$ cat src/rtl/block_device_initiator.sv
// Initiator for the block-device req/data/resp protocol: one sector-granular command at a time.
// Optional BLKDEV_BOUNDS_CHECK_EN rejects commands whose offset+len exceeds bdev_info_nsectors.
module block_device_initiator #(
   parameter int ADDR_BITS   = 32,
   parameter int SECTOR_BITS = 32,
   parameter int DATA_BITS   = 64,
   parameter int TAG_BITS    = 1
) (
   input  logic                   clock,
   input  logic                   reset_n,
   input  logic                   cmd_valid,
   output logic                   cmd_ready,
   input  logic                   cmd_write,
   input  logic [ADDR_BITS-1:0]   cmd_addr,
   input  logic [SECTOR_BITS-1:0] cmd_offset,
   input  logic [SECTOR_BITS-1:0] cmd_len,
   input  logic [TAG_BITS-1:0]    cmd_tag,
   input  logic                   wr_valid,
   output logic                   wr_ready,
   input  logic [DATA_BITS-1:0]   wr_data,
   output logic                   rd_valid,
   input  logic                   rd_ready,
   output logic [DATA_BITS-1:0]   rd_data,
   output logic                   rd_last,
   output logic                   done_valid,
   input  logic                   done_ready,
   output logic [TAG_BITS-1:0]    done_tag,
   output logic                   done_err,
   output logic                   bdev_req_valid,
   input  logic                   bdev_req_ready,
   output logic                   bdev_req_bits_write,
   output logic [ADDR_BITS-1:0]   bdev_req_bits_addr,
   output logic [SECTOR_BITS-1:0] bdev_req_bits_offset,
   output logic [SECTOR_BITS-1:0] bdev_req_bits_len,
   output logic [TAG_BITS-1:0]    bdev_req_bits_tag,
   output logic                   bdev_data_valid,
   input  logic                   bdev_data_ready,
   output logic [DATA_BITS-1:0]   bdev_data_bits_data,
   output logic [TAG_BITS-1:0]    bdev_data_bits_tag,
   input  logic                   bdev_resp_valid,
   output logic                   bdev_resp_ready,
   input  logic [DATA_BITS-1:0]   bdev_resp_bits_data,
   input  logic [TAG_BITS-1:0]    bdev_resp_bits_tag,
   input  logic [SECTOR_BITS-1:0] bdev_info_nsectors
);

   localparam int BEAT_BITS = SECTOR_BITS + 6;
   localparam int BEATS_PER_SECTOR = 4096 / DATA_BITS;
   localparam logic [BEAT_BITS-1:0] ONE_BEAT = BEAT_BITS'(1);

   typedef enum logic [2:0] {IDLE, REQ, WDATA, WRESP, RDATA, DONE} state_t;

   state_t                 state_q, state_d;
   logic                   write_q, write_d;
   logic [ADDR_BITS-1:0]   addr_q, addr_d;
   logic [SECTOR_BITS-1:0] offset_q, offset_d;
   logic [SECTOR_BITS-1:0] len_q, len_d;
   logic [TAG_BITS-1:0]    tag_q, tag_d;
   logic [BEAT_BITS-1:0]   beats_q, beats_d;
   logic                   err_q, err_d;
   logic                   armed_q;
   logic                   outOfRange;
   logic                   tagBad;

   `ifdef BLKDEV_BOUNDS_CHECK_EN
   // One extra bit so a wrapping offset+len is still seen as out of range
   logic [SECTOR_BITS:0] endSector;
   assign endSector  = {1'b0, cmd_offset} + {1'b0, cmd_len};
   assign outOfRange = endSector > {1'b0, bdev_info_nsectors};
   `else
   logic unused_nsectors;
   assign unused_nsectors = ^bdev_info_nsectors;
   assign outOfRange = 1'b0;
   `endif

   assign tagBad = bdev_resp_bits_tag != tag_q;

   always_ff @(posedge clock or negedge reset_n) begin
      if (!reset_n) begin
         state_q  <= IDLE;
         write_q  <= 1'b0;
         addr_q   <= '0;
         offset_q <= '0;
         len_q    <= '0;
         tag_q    <= '0;
         beats_q  <= '0;
         err_q    <= 1'b0;
         armed_q  <= 1'b0;
      end else begin
         state_q  <= state_d;
         write_q  <= write_d;
         addr_q   <= addr_d;
         offset_q <= offset_d;
         len_q    <= len_d;
         tag_q    <= tag_d;
         beats_q  <= beats_d;
         err_q    <= err_d;
         armed_q  <= 1'b1;
      end
   end

   // armed_q keeps cmd_ready low while reset is asserted, even though state is IDLE
   always_comb begin
      state_d             = state_q;
      write_d             = write_q;
      addr_d              = addr_q;
      offset_d            = offset_q;
      len_d               = len_q;
      tag_d               = tag_q;
      beats_d             = beats_q;
      err_d               = err_q;
      cmd_ready           = 1'b0;
      bdev_req_valid      = 1'b0;
      bdev_data_valid     = 1'b0;
      bdev_data_bits_data = '0;
      wr_ready            = 1'b0;
      bdev_resp_ready     = 1'b0;
      rd_valid            = 1'b0;
      rd_data             = '0;
      rd_last             = 1'b0;
      done_valid          = 1'b0;
      case (state_q)
         IDLE: begin
            cmd_ready = armed_q;
            if (cmd_valid && armed_q) begin
               write_d  = cmd_write;
               addr_d   = cmd_addr;
               offset_d = cmd_offset;
               len_d    = cmd_len;
               tag_d    = cmd_tag;
               err_d    = outOfRange;
               beats_d  = BEAT_BITS'(cmd_len) * BEAT_BITS'(BEATS_PER_SECTOR);
               state_d  = (outOfRange || cmd_len == '0) ? DONE : REQ;
            end
         end
         REQ: begin
            bdev_req_valid = 1'b1;
            if (bdev_req_ready) state_d = write_q ? WDATA : RDATA;
         end
         WDATA: begin
            bdev_data_valid     = wr_valid;
            wr_ready            = bdev_data_ready;
            bdev_data_bits_data = wr_data;
            if (wr_valid && bdev_data_ready) begin
               beats_d = beats_q - ONE_BEAT;
               if (beats_q == ONE_BEAT) state_d = WRESP;
            end
         end
         WRESP: begin
            bdev_resp_ready = 1'b1;
            if (bdev_resp_valid) begin
               if (tagBad) err_d = 1'b1;
               state_d = DONE;
            end
         end
         RDATA: begin
            rd_valid        = bdev_resp_valid;
            bdev_resp_ready = rd_ready;
            rd_data         = bdev_resp_bits_data;
            rd_last         = beats_q == ONE_BEAT;
            if (bdev_resp_valid && rd_ready) begin
               if (tagBad) err_d = 1'b1;
               beats_d = beats_q - ONE_BEAT;
               if (beats_q == ONE_BEAT) state_d = DONE;
            end
         end
         DONE: begin
            done_valid = 1'b1;
            if (done_ready) state_d = IDLE;
         end
         default: state_d = IDLE;
      endcase
   end

   assign done_tag             = tag_q;
   assign done_err             = err_q;
   assign bdev_req_bits_write  = write_q;
   assign bdev_req_bits_addr   = addr_q;
   assign bdev_req_bits_offset = offset_q;
   assign bdev_req_bits_len    = len_q;
   assign bdev_req_bits_tag    = tag_q;
   assign bdev_data_bits_tag   = tag_q;

endmodule
$ cat config.mk
export PLATFORM = sky130hd
export DESIGN_NAME = block_device_initiator
export DESIGN_NICKNAME = d
export VERILOG_FILES = /design/src/rtl/block_device_initiator.sv
export SDC_FILE = /design/constraint.sdc
export NUM_CORES = 1
export LEC_CHECK = 0
export BUFFER_PORTS_ARGS = -buffer_cell sky130_fd_sc_hd__buf_2
export CORE_AREA = 2 2 199 201
export DETAILED_ROUTE_END_ITERATION = 7
export DIE_AREA = 0 0 201 203
export GPL_ROUTABILITY_DRIVEN = 0
export HOLD_SLACK_MARGIN = 0.02
export SYNTH_ARGS = -nofsm -noshare
export SYNTH_HDL_FRONTEND = slang
export SYNTH_SLANG_ARGS = --single-unit
$ cat constraint.sdc
create_clock -name clock -period 3.1 [get_ports clock]
set_input_delay 0.155 -clock clock [delete_from_list [all_inputs] [get_ports clock]]
set_output_delay 0.155 -clock clock [all_outputs]
set_load 0.02 [all_outputs]
==> summary.md, run 1 <==
• 0.44 ns — insertion delay to the later sink of the worst-skew pair
• 72 — Core Rows
• or4_4, or3_4, nor4_2, and2_1, buf_2 — critical path cell sequence
• 31.27% — final core area utilization
• no — setup repair after global routing missed its margin
• 863.7 mW/mm2 — power per standard cell area
• 141 — clock sinks
• 410.9 uV — maximum VDD drop
• 0 ns — Setup TNS
• 0 — total grt overflow
• 2 — maximum clock path buffer count
• 0.006391 uW — P_leak
• 3 — depth of the worst hold-timing path
• buf_2 — most common cell after layout, fill and taps aside
• 2.94 ns — Req. time, crit path
• 0.57 ns — delay of the slowest cell on the worst path
• 505 — io pins
• 0 — number of nets with antenna violations after detailed routing
• 1184 — post-synth net total
• 45.22% — Net Sw Frac
• 1732 — post-layout net count
• 2.69 ns — Arrival @ worst endpoint
• 32.3% — Sequential Power Share
• 5 — initial antenna violation count
• 60.23% — synthesis-to-finish area growth
• 8420 — vias in the first global route
• 4 — htree depth
• 73 — maximum number of pins on one net before global-route repair
• 100.0% — share of flip-flops with an asynchronous set or reset after synthesis
• 201 um — x dimension of the die
• bdev_req_bits_len[28] — Worst Hold Path EP
• primary input to flip-flop — class of the tightest hold or removal check
• 19.52% — Initial Util
• 6 — critical-path maximum fanout
• state_q[1] — beginning of the worst register-to-register path
• 8.214 um2 — Avg Synthesized Cell Area
• 8706 — routed vias
• 21.2% — clock network power share
• dfrtp_1 — primary flip-flop cell chosen by synthesis mapping
• 350.9 MHz — Fmax
• 18.98 um — DR WL/cell
• primary output — sort of element at the end of the critical path
• 29.87 mm — HPWL Detailed
• 65 — distinct cell type count of the synthesized netlist
• 47.00% — sequential fraction of the synthesis area
• 0 — setup bufs post-CTS
• 17 — CTS buffer count
• 0.01049 ns — clock skew
• 46.5% — Comb power frac
• 2.850 ns — final period demand of the worst path
• 0 — yosys warns
• 0.003711 mm2 — area of combinational cells with multiple inputs
• 141 — Yosys reg bits
• finished clean — outcome
• 0.9971 ns — slew at the pin closest to its max-slew limit
• 471 x buf_2, 322 x nand2_1, 141 x dfrtp_1 — most frequent cells in the layout
• flip-flop to primary output — worst setup path class
• 0 — max cap viols
• 37.87 mm — DRT Wirelength
• 472 — total of buffers placed on input and output ports
• 0.03847 mm2 — core region area
• done — CTS tree
• 5691 uW — internal power consumption
• 0.007507 mm2 — synthesized cell area
• 37.15% — layout cells sized above 1
• 203 um — Die H
• flip-flop — crit path launch type
• 0 — final setup violation count
• clkbuf_16 — CTS Root Cell
• 0.003528 mm2 — FF+latch area
• 0 — remaining routing DRC violations
• 4699 uW — Net Switching
• 0 — final count of pins violating max slew
• 0.47 ns — slack of the worst reg-to-reg path
• 642 — initial detailed-routing violation count
• 914 — Cells after Synth
• 33.28% — headroom to the max-slew limit
• 4128 — final-layout fill cell count
• 5 — cells on worst reg2reg path
• 54.38 mm — wire length of the first global-routing pass
• 91.93% — Final period util
• 4.364 — number of vias per cell
• 5 — first-pass iteration count of the detailed router
• 0 — Post-synth EDFFs
• 17.94% — all-layer global routing usage
• 0 — Fin. Hold Viols
• beats_q[28] — Worst R2R End
• or4_4 — slowest stage cell, crit path
• 0.04080 mm2 — Die Footprint
• cmd_len[28] — Worst Min Path Start
• 0.06 ns — clock-pin transition on the worst setup and hold timing paths
## power groups by stage
stage / Combinational (uW) / Clock, uW / Sequential [uW]
2_1_floorplan: 2300 / 0 / 3970
3_3_place_gp: 4680 / 0 / 3330
3_5_place_dp: 4760 / 0 / 3360
4_1_cts: 4860 / 2260 / 3340
5_1_grt: 5250 / 2330 / 3480
6_report: 4830 / 2200 / 3360
## flip-flops by register name, indices dropped and copies added (netlist names)
| signal | flops |
|---|---|
| armed_q | 1 |
| bdev_data_bits_tag | 1 |
| bdev_req_bits_addr | 32 |
| bdev_req_bits_len | 32 |
| bdev_req_bits_offset | 32 |
| bdev_req_bits_write | 1 |
| beats_q | 38 |
| done_err | 1 |
| state_q | 3 |
## synth_stat cells (5+ instances only)
cell type  count  area [um2]
nor4_1        17       106.4
nand3_1       16       80.08
or3_1          5       31.28
xor2_1         5       43.79
inv_1          5       18.77
o21ai_0       13       65.06
a21oi_1       22       110.1
clkbuf_1      47       176.4
dfrtp_1      141        3528
nor3_1        13       65.06
and2_1       139       869.6
nand2_1      323        1212
nor2_1        40       150.1
or4_1          8       60.06
nand4_1       17       106.4
## per-stage QoR
stage          hold WS (ns)  instance area (um2)  worst slack, ns  power, uW  instances
2_1_floorplan       -0.1406                 7507           0.8920       6268        914
3_3_place_gp         0.2284                10480           0.5845       8013       1869
3_5_place_dp         0.2309                10480           0.5495       8122       1869
4_1_cts             0.02604                12020          0.07860      10460       1993
5_1_grt             0.05519                12020           0.1565      11060       1993
6_report            0.02847                12030           0.2501      10390       1995
## metal layers
layer	part of all wire [%]	track usage, %	vias up	routed length (um)
li1	-	-	4126	-
met1	45	23.93	4164	17050
met2	47	28.88	371	17760
met3	6.3	4.270	41	2369
met4	1.8	5.132	4	670
met5	0.069	0	-	26
## area by class of cell
cell class,instances,area share [%]
inverter,5,0.1560
sequential,141,29.33
clock buffer,19,3.765
multi-input combinational,710,30.85
timing repair buffer,587,29.09
tap,518,5.388
antenna,2,0.04161
clock inverter,13,1.373
## critical path, delay by kind of cell, from the launching register on
| family | cells | cell delay, ns |
|---|---|---|
| buf+inv | 1 | 0.21 |
| simple gates | 4 | 1.63 |
| flops | 1 | 0.42 |
## what timing repair did
item,CTS,global route
hold buffers,92,0
endpoints found under the hold margin,163,0
resized for setup,0,1
setup endpoints to repair,0,1
## cells by family (layout without fill, tap and decap cells)
kind of cell | count (synthesis) | after routing | share of synthesized area (%)
simple gates | 611 | 611 | 39.60
flops | 141 | 141 | 47.00
compound gates | 88 | 88 | 8.117
buf+inv | 63 | 624 | 3.950
xor+xnor | 7 | 7 | 0.8167
fa+ha+maj | 2 | 2 | 0.3333
other cells | 1 | 3 | 0.04995
mux | 1 | 1 | 0.1333
## worst max-delay path by stage
| stage | from | slack [ns] | endpoint |
|---|---|---|---|
| 6_report | beats_q[27] | 0.25 | rd_last |
| 5_1_grt | beats_q[27] | 0.16 | rd_last |
| 4_1_cts | beats_q[27] | 0.08 | rd_last |
| 3_5_place_dp | state_q[1] | 0.55 | beats_q[28] |
| 3_3_place_gp | state_q[1] | 0.58 | beats_q[37] |
| 2_1_floorplan | beats_q[28] | 0.89 | beats_q[35] |
(Power assumes the default switching activity.)
==> run 2: changes to the inputs <==
--- a/config.mk
+++ b/config.mk
@@ -11,6 +11,7 @@
 export DIE_AREA = 0 0 201 203
 export GPL_ROUTABILITY_DRIVEN = 0
 export HOLD_SLACK_MARGIN = 0.02
+export PLACE_DENSITY = 0.5
 export SYNTH_ARGS = -nofsm -noshare
 export SYNTH_HDL_FRONTEND = slang
 export SYNTH_SLANG_ARGS = --single-unit
==> run 2 against run 1 <==
Effect of this change: critical endpoint unchanged; count of clock-buffer cells in the layout up 2; critical path depth unchanged; hold slack better by 0.013 ns; routed wire length down 0.70%; largest power group unchanged.
==> summary.md, run 2 (synthesis results as in run 1) <==
• 141 — clock sinks, unchanged
• beats_q[28] — Critical Path Start, was beats_q[27]
• 38 — Largest register FFs, unchanged
• 2 — maximum clock path buffer count, unchanged
• 48.60% — headroom to the max-slew limit, was 33.28%
• 32.9% — Sequential Power Share, was 32.3%
• primary output — sort of element at the end of the critical path, unchanged
• 348.2 MHz — Fmax, was 350.9 MHz
• 0.07 ns — clock-pin transition on the worst setup and hold timing paths, was 0.06 ns
• 2.72 ns — Arrival @ worst endpoint, was 2.69 ns
• 0.01477 ns — clock skew, was 0.01049 ns
• done — CTS tree, unchanged
• buf_2 — most common cell after layout, fill and taps aside, unchanged
• 17.93% — all-layer global routing usage, was 17.94%
• 8492 — vias in the first global route, was 8420
• no — setup repair after global routing missed its margin, unchanged
• 0 ns — Setup TNS, unchanged
• 0 — number of nets with antenna violations after detailed routing, unchanged
• clkbuf_16 — CTS Root Cell, unchanged
• 54.66 mm — wire length of the first global-routing pass, was 54.38 mm
• 68 — maximum number of pins on one net before global-route repair, was 73
• 4.286 — number of vias per cell, was 4.364
• 0 — remaining routing DRC violations, unchanged
• beats_q — register bank with the most flops, unchanged
• state_q[1] — beginning of the worst register-to-register path, unchanged
• 0.04168 ns — tightest hold margin, was 0.02847 ns
• 448 — initial detailed-routing violation count, was 642
• 0 — final count of pins violating max slew, unchanged
• 92.63% — Final period util, was 91.93%
• 1735 — post-layout net count, was 1732
• 47.5% — Comb power frac, was 46.5%
• 0.7639 ns — slew at the pin closest to its max-slew limit, was 0.9971 ns
• primary input to flip-flop — class of the tightest hold or removal check, unchanged
• 0 — Fin. Hold Viols, unchanged
• 0.006372 uW — P_leak, was 0.006391 uW
• 8619 — routed vias, was 8706
• 18.70 um — DR WL/cell, was 18.98 um
• 0.44 ns — insertion delay to the later sink of the worst-skew pair, about the same
• 201 um — x dimension of the die, unchanged
• 0 — max cap viols, unchanged
• 0.03847 mm2 — core region area, unchanged
• 19.52% — Initial Util, unchanged
• 17 — CTS buffer count, unchanged
• 37.60 mm — DRT Wirelength, was 37.87 mm
• 21 — initial antenna violation count, was 5
• 4 — htree depth, unchanged
• 0.2285 ns — worst setup slack after layout, was 0.2501 ns
• 2.94 ns — Req. time, crit path, about the same
• finished clean — outcome, unchanged
• 472 — total of buffers placed on input and output ports, unchanged
• cmd_len[26] — Worst Min Path Start, was cmd_len[28]
• 19.6% — clock network power share, was 21.2%
• 37.14% — layout cells sized above 1, was 37.15%
• 0 — setup bufs post-CTS, unchanged
• 471 x buf_2, 322 x nand2_1, 141 x dfrtp_1 — most frequent cells in the layout, unchanged
• 29.43 mm — HPWL Detailed, was 29.87 mm
• 203 um — Die H, unchanged
• 45.94% — Net Sw Frac, was 45.22%
• 4 — first-pass iteration count of the detailed router, was 5
• 0 — final setup violation count, unchanged
• flip-flop — crit path launch type, unchanged
• 5487 uW — internal power consumption, was 5691 uW
• 0.04080 mm2 — Die Footprint, unchanged
• 0 — total grt overflow, unchanged
• 72 — Core Rows, unchanged
• 0.52 ns — slack of the worst reg-to-reg path, was 0.47 ns
• 845.2 mW/mm2 — power per standard cell area, was 863.7 mW/mm2
• 457.7 uV — maximum VDD drop, was 410.9 uV
• 59.95% — synthesis-to-finish area growth, was 60.23%
• 0.4933 ns — worst slack, placed, was 0.5495 ns
• flip-flop to primary output — worst setup path class, unchanged
• 505 — io pins, unchanged
• 2.872 ns — final period demand of the worst path, was 2.850 ns
• 6 — critical-path maximum fanout, unchanged
• 4663 uW — Net Switching, was 4699 uW
==> run 2: path summary, 6_finish.rpt <==
kind / cells past startpoint / endpoint
worst max register to register: 6 / beats_q[17]
min in group asynchronous: 2 / bdev_req_bits_offset[5]
worst max-delay path: 5 / rd_last
worst min-delay path: 3 / bdev_req_bits_len[26]
worst min register to register: 2 / bdev_req_bits_offset[16]
max in group asynchronous: 3 / beats_q[2]
==> run 2: power by group through the flow <==
stage	logic, uW	registers (uW)	clock network (uW)
finish	4820	3330	1990
global route	5280	3460	2130
CTS	4880	3330	2060
detailed placement	4780	3340	0
global placement	4730	3320	0
floorplan	2300	3970	0
==> run 2: timing repair <==
action                     CTS  global route
setup endpoints to repair    0             1
hold endpoints to repair   152             0
resized for setup            0             1
hold buffers                93             0
==> run 2: cell type report <==
type	count	area (um2)
clock inverter	11	81.33
inverter	5	18.77
timing repair buffer	590	3512
clock buffer	21	470.5
sequential	141	3528
multi-input combinational	710	3711
tap	518	648.1
antenna	15	37.54
fill	4164	26460
==> run 2: layer usage <==
layer / global-route usage, % / wire length, um / vias to the layer above / share of wire (%)
li1: - / - / 4144 / -
met1: 21.68 / 15660 / 4103 / 42
met2: 28.42 / 17560 / 295 / 47
met3: 7.352 / 3183 / 67 / 8.5
met4: 6.931 / 1127 / 10 / 3.0
met5: 0 / 73 / - / 0.19
==> run 2: per-stage QoR <==
| step | cell area [um2] | power, uW | utilization, % | instances |
|---|---|---|---|---|
| after floorplan | 7507 | 6268 | - | 914 |
| after global placement | 10480 | 8048 | 27.25 | 1871 |
| after detailed placement | 10480 | 8121 | 27.25 | 1871 |
| after CTS | 11960 | 10270 | 31.10 | 1996 |
| after global routing | 11990 | 10870 | 31.16 | 2003 |
| final | 12010 | 10150 | 31.22 | 2011 |
==> run 2: worst max-delay path, stage by stage, from the launching register on <==
cell and delay [ns]:
dfrtp_1 0.41, or4_4 0.58, or3_4 0.44, nor4_2 0.39
and2_1 0.26, buf_2 0.19
==> run 3: changes to the inputs <==
--- a/config.mk
+++ b/config.mk
@@ -11,6 +11,7 @@
 export DIE_AREA = 0 0 201 203
 export GPL_ROUTABILITY_DRIVEN = 0
 export HOLD_SLACK_MARGIN = 0.02
+export MAX_ROUTING_LAYER = met4
 export PLACE_DENSITY = 0.5
 export SYNTH_ARGS = -nofsm -noshare
 export SYNTH_HDL_FRONTEND = slang
==> run 3 against run 2 <==
Effect of this change: flip-flop and latch count did not move; first-iteration DRC count rose by 2.7%; hold slack improved by 0.0077 ns; die area did not move; worst setup slack got worse by 0.011 ns; sequential power barely moved; design area rose by 0.10%; fmax fell by 0.38%; critical path depth did not move; routed wire length fell by 0.11%.
==> summary.md, run 3 (synthesis results as in run 1) <==
• 2.94 ns — Req. time, crit path, about the same
• 201 um — x dimension of the die, unchanged
• 842.8 mW/mm2 — power per standard cell area, was 845.2 mW/mm2
• 72 — Core Rows, unchanged
• primary output — sort of element at the end of the critical path, unchanged
• 54.70 mm — wire length of the first global-routing pass, was 54.66 mm
• 48.54% — headroom to the max-slew limit, was 48.60%
• 1 — count of buffer and inverter cells on the critical path, unchanged
• 0 — total grt overflow, unchanged
• or4_4 — slowest stage cell, crit path, unchanged
• 18.63 um — DR WL/cell, was 18.70 um
• beats_q — register bank with the most flops, unchanged
• 4.248 — number of vias per cell, was 4.286
• 19.5% — clock network power share, was 19.6%
• 1735 — post-layout net count, unchanged
• simple AND/OR/NAND/NOR gates — family of cells with the greatest summed delay on the critical path, unchanged
• 0.006372 uW — P_leak, about the same
• 0.07 ns — clock-pin transition on the worst setup and hold timing paths, about the same
• 18.48% — all-layer global routing usage, was 17.93%
• 32.9% — Sequential Power Share, about the same
• finished clean — outcome, unchanged
• 0 — number of nets with antenna violations after detailed routing, unchanged
• 472 — total of buffers placed on input and output ports, unchanged
• 0.01232 ns — clock skew, was 0.01477 ns
• 47.6% — Comb power frac, was 47.5%
• 37.56 mm — DRT Wirelength, was 37.60 mm
• 2.73 ns — Arrival @ worst endpoint, was 2.72 ns
• no — setup repair after global routing missed its margin, unchanged
• 0.7649 ns — slew at the pin closest to its max-slew limit, was 0.7639 ns
• 0.04080 mm2 — Die Footprint, unchanged
• 505 — io pins, unchanged
• 8508 — vias in the first global route, was 8492
• 0 — setup bufs post-CTS, unchanged
• 2.882 ns — final period demand of the worst path, was 2.872 ns
• 4164 — final-layout fill cell count, unchanged
• 17 — CTS buffer count, unchanged
• 0.59 ns — delay of the slowest cell on the worst path, was 0.58 ns
• buf_2 — most common cell after layout, fill and taps aside, unchanged
• 6 — critical-path maximum fanout, unchanged
• 203 um — Die H, unchanged
• 45.85% — Net Sw Frac, was 45.94%
• 37.14% — layout cells sized above 1, unchanged
• 0 ns — Setup TNS, unchanged
• 0.03847 mm2 — core region area, unchanged
• 4 — first-pass iteration count of the detailed router, unchanged
• primary input to flip-flop — class of the tightest hold or removal check, unchanged
• or4_4, or3_4, nor4_2, and2_1, buf_2 — critical path cell sequence, unchanged
• 0 — final setup violation count, unchanged
• 8564 — routed vias, was 8619
• 5486 uW — internal power consumption, was 5487 uW
• 0 — final count of pins violating max slew, unchanged
• 460 — initial detailed-routing violation count, was 448
• 141 — clock sinks, unchanged
• 19.52% — Initial Util, unchanged
• 10130 uW — power after layout, was 10150 uW
• flip-flop to primary output — worst setup path class, unchanged
• 60.12% — synthesis-to-finish area growth, was 59.95%
• 0.53 ns — slack of the worst reg-to-reg path, was 0.52 ns
• 0.44 ns — insertion delay to the later sink of the worst-skew pair, about the same
• 68 — maximum number of pins on one net before global-route repair, unchanged
• 0 — remaining routing DRC violations, unchanged
• 2016 — number of cells in the finished layout apart from fillers, was 2011
• 346.9 MHz — Fmax, was 348.2 MHz
• 1871 — Placed Cells, unchanged
• 2 — maximum clock path buffer count, unchanged
• 38 — Largest register FFs, unchanged
• 29.43 mm — HPWL Detailed, unchanged
• 0 — Fin. Hold Viols, unchanged
• 471 x buf_2, 322 x nand2_1, 141 x dfrtp_1 — most frequent cells in the layout, unchanged
• clkbuf_16 — CTS Root Cell, unchanged
• 92.98% — Final period util, was 92.63%
• 4645 uW — Net Switching, was 4663 uW
• 4 — htree depth, unchanged
• flip-flop — crit path launch type, unchanged
• 459.3 uV — maximum VDD drop, was 457.7 uV
• done — CTS tree, unchanged
• 0 — max cap viols, unchanged
• 21 — initial antenna violation count, unchanged
• 0.04943 ns — tightest hold margin, was 0.04168 ns
-- run 3: cell count changes in the layout (fill, tap and decap cells not counted), sizes merged --
cell   before  now
diode      15   20
-- run 3: worst paths after layout --
| kind | depth (start not counted) | from | end |
|---|---|---|---|
| hold / removal | 3 | cmd_len[29] | bdev_req_bits_len[29] |
| max in group asynchronous | 3 | reset_n | beats_q[4] |
| min in group asynchronous | 2 | reset_n | bdev_req_bits_offset[5] |
| hold reg to reg | 2 | bdev_req_bits_offset[16] | bdev_req_bits_offset[16] |
| setup reg to reg | 6 | state_q[1] | beats_q[17] |
| setup / recovery | 5 | beats_q[28] | rd_last |
-- run 3: repair_timing --
item,in CTS,in global routing
gates resized for setup,0,1
setup endpoints to repair,0,1
hold endpoints to repair,152,0
hold buffers,93,0
-- run 3: cell type report --
| cell class | count | area, um2 | area share [%] |
|---|---|---|---|
| repair buffers | 590 | 3512 | 29.22 |
| inverters | 5 | 18.77 | 0.1561 |
| flip-flops and latches | 141 | 3528 | 29.35 |
| well taps | 518 | 648.1 | 5.392 |
| clock buffers | 21 | 470.5 | 3.914 |
| multi-input cells | 710 | 3711 | 30.87 |
| clock inverters | 11 | 81.33 | 0.6766 |
| diodes | 20 | 50.05 | 0.4164 |
-- run 3: per-layer routing --
layer	up-vias	wire, um	GRT usage [%]
met4	0	971	7.011
met1	4070	15690	21.96
li1	4149	-	-
met2	288	17710	28.35
met3	57	3194	6.998
met5	-	0	-
-- run 3: power by group through the flow --
stage | sequential (uW) | combinational [uW] | clock [uW]
finish | 3330 | 4820 | 1980
global route | 3460 | 5280 | 2130
CTS | 3330 | 4880 | 2060
detailed placement | 3340 | 4780 | 0
global placement | 3320 | 4730 | 0
floorplan | 3970 | 2300 | 0
-- run 3: stage by stage --
stage	util, %	setup slack (ns)	area, um2
2_1_floorplan	-	0.8920	7507
3_3_place_gp	27.25	0.5179	10480
3_5_place_dp	27.25	0.4933	10480
4_1_cts	31.10	0.001269	11960
5_1_grt	31.24	0.1368	12020
6_report	31.25	0.2176	12020
-- run 3: tightest hold or removal path, delay by kind of cell --
family	cells	cell delay, ns
buffers and inverters	1	0.09
and+or+nand+nor	2	0.20
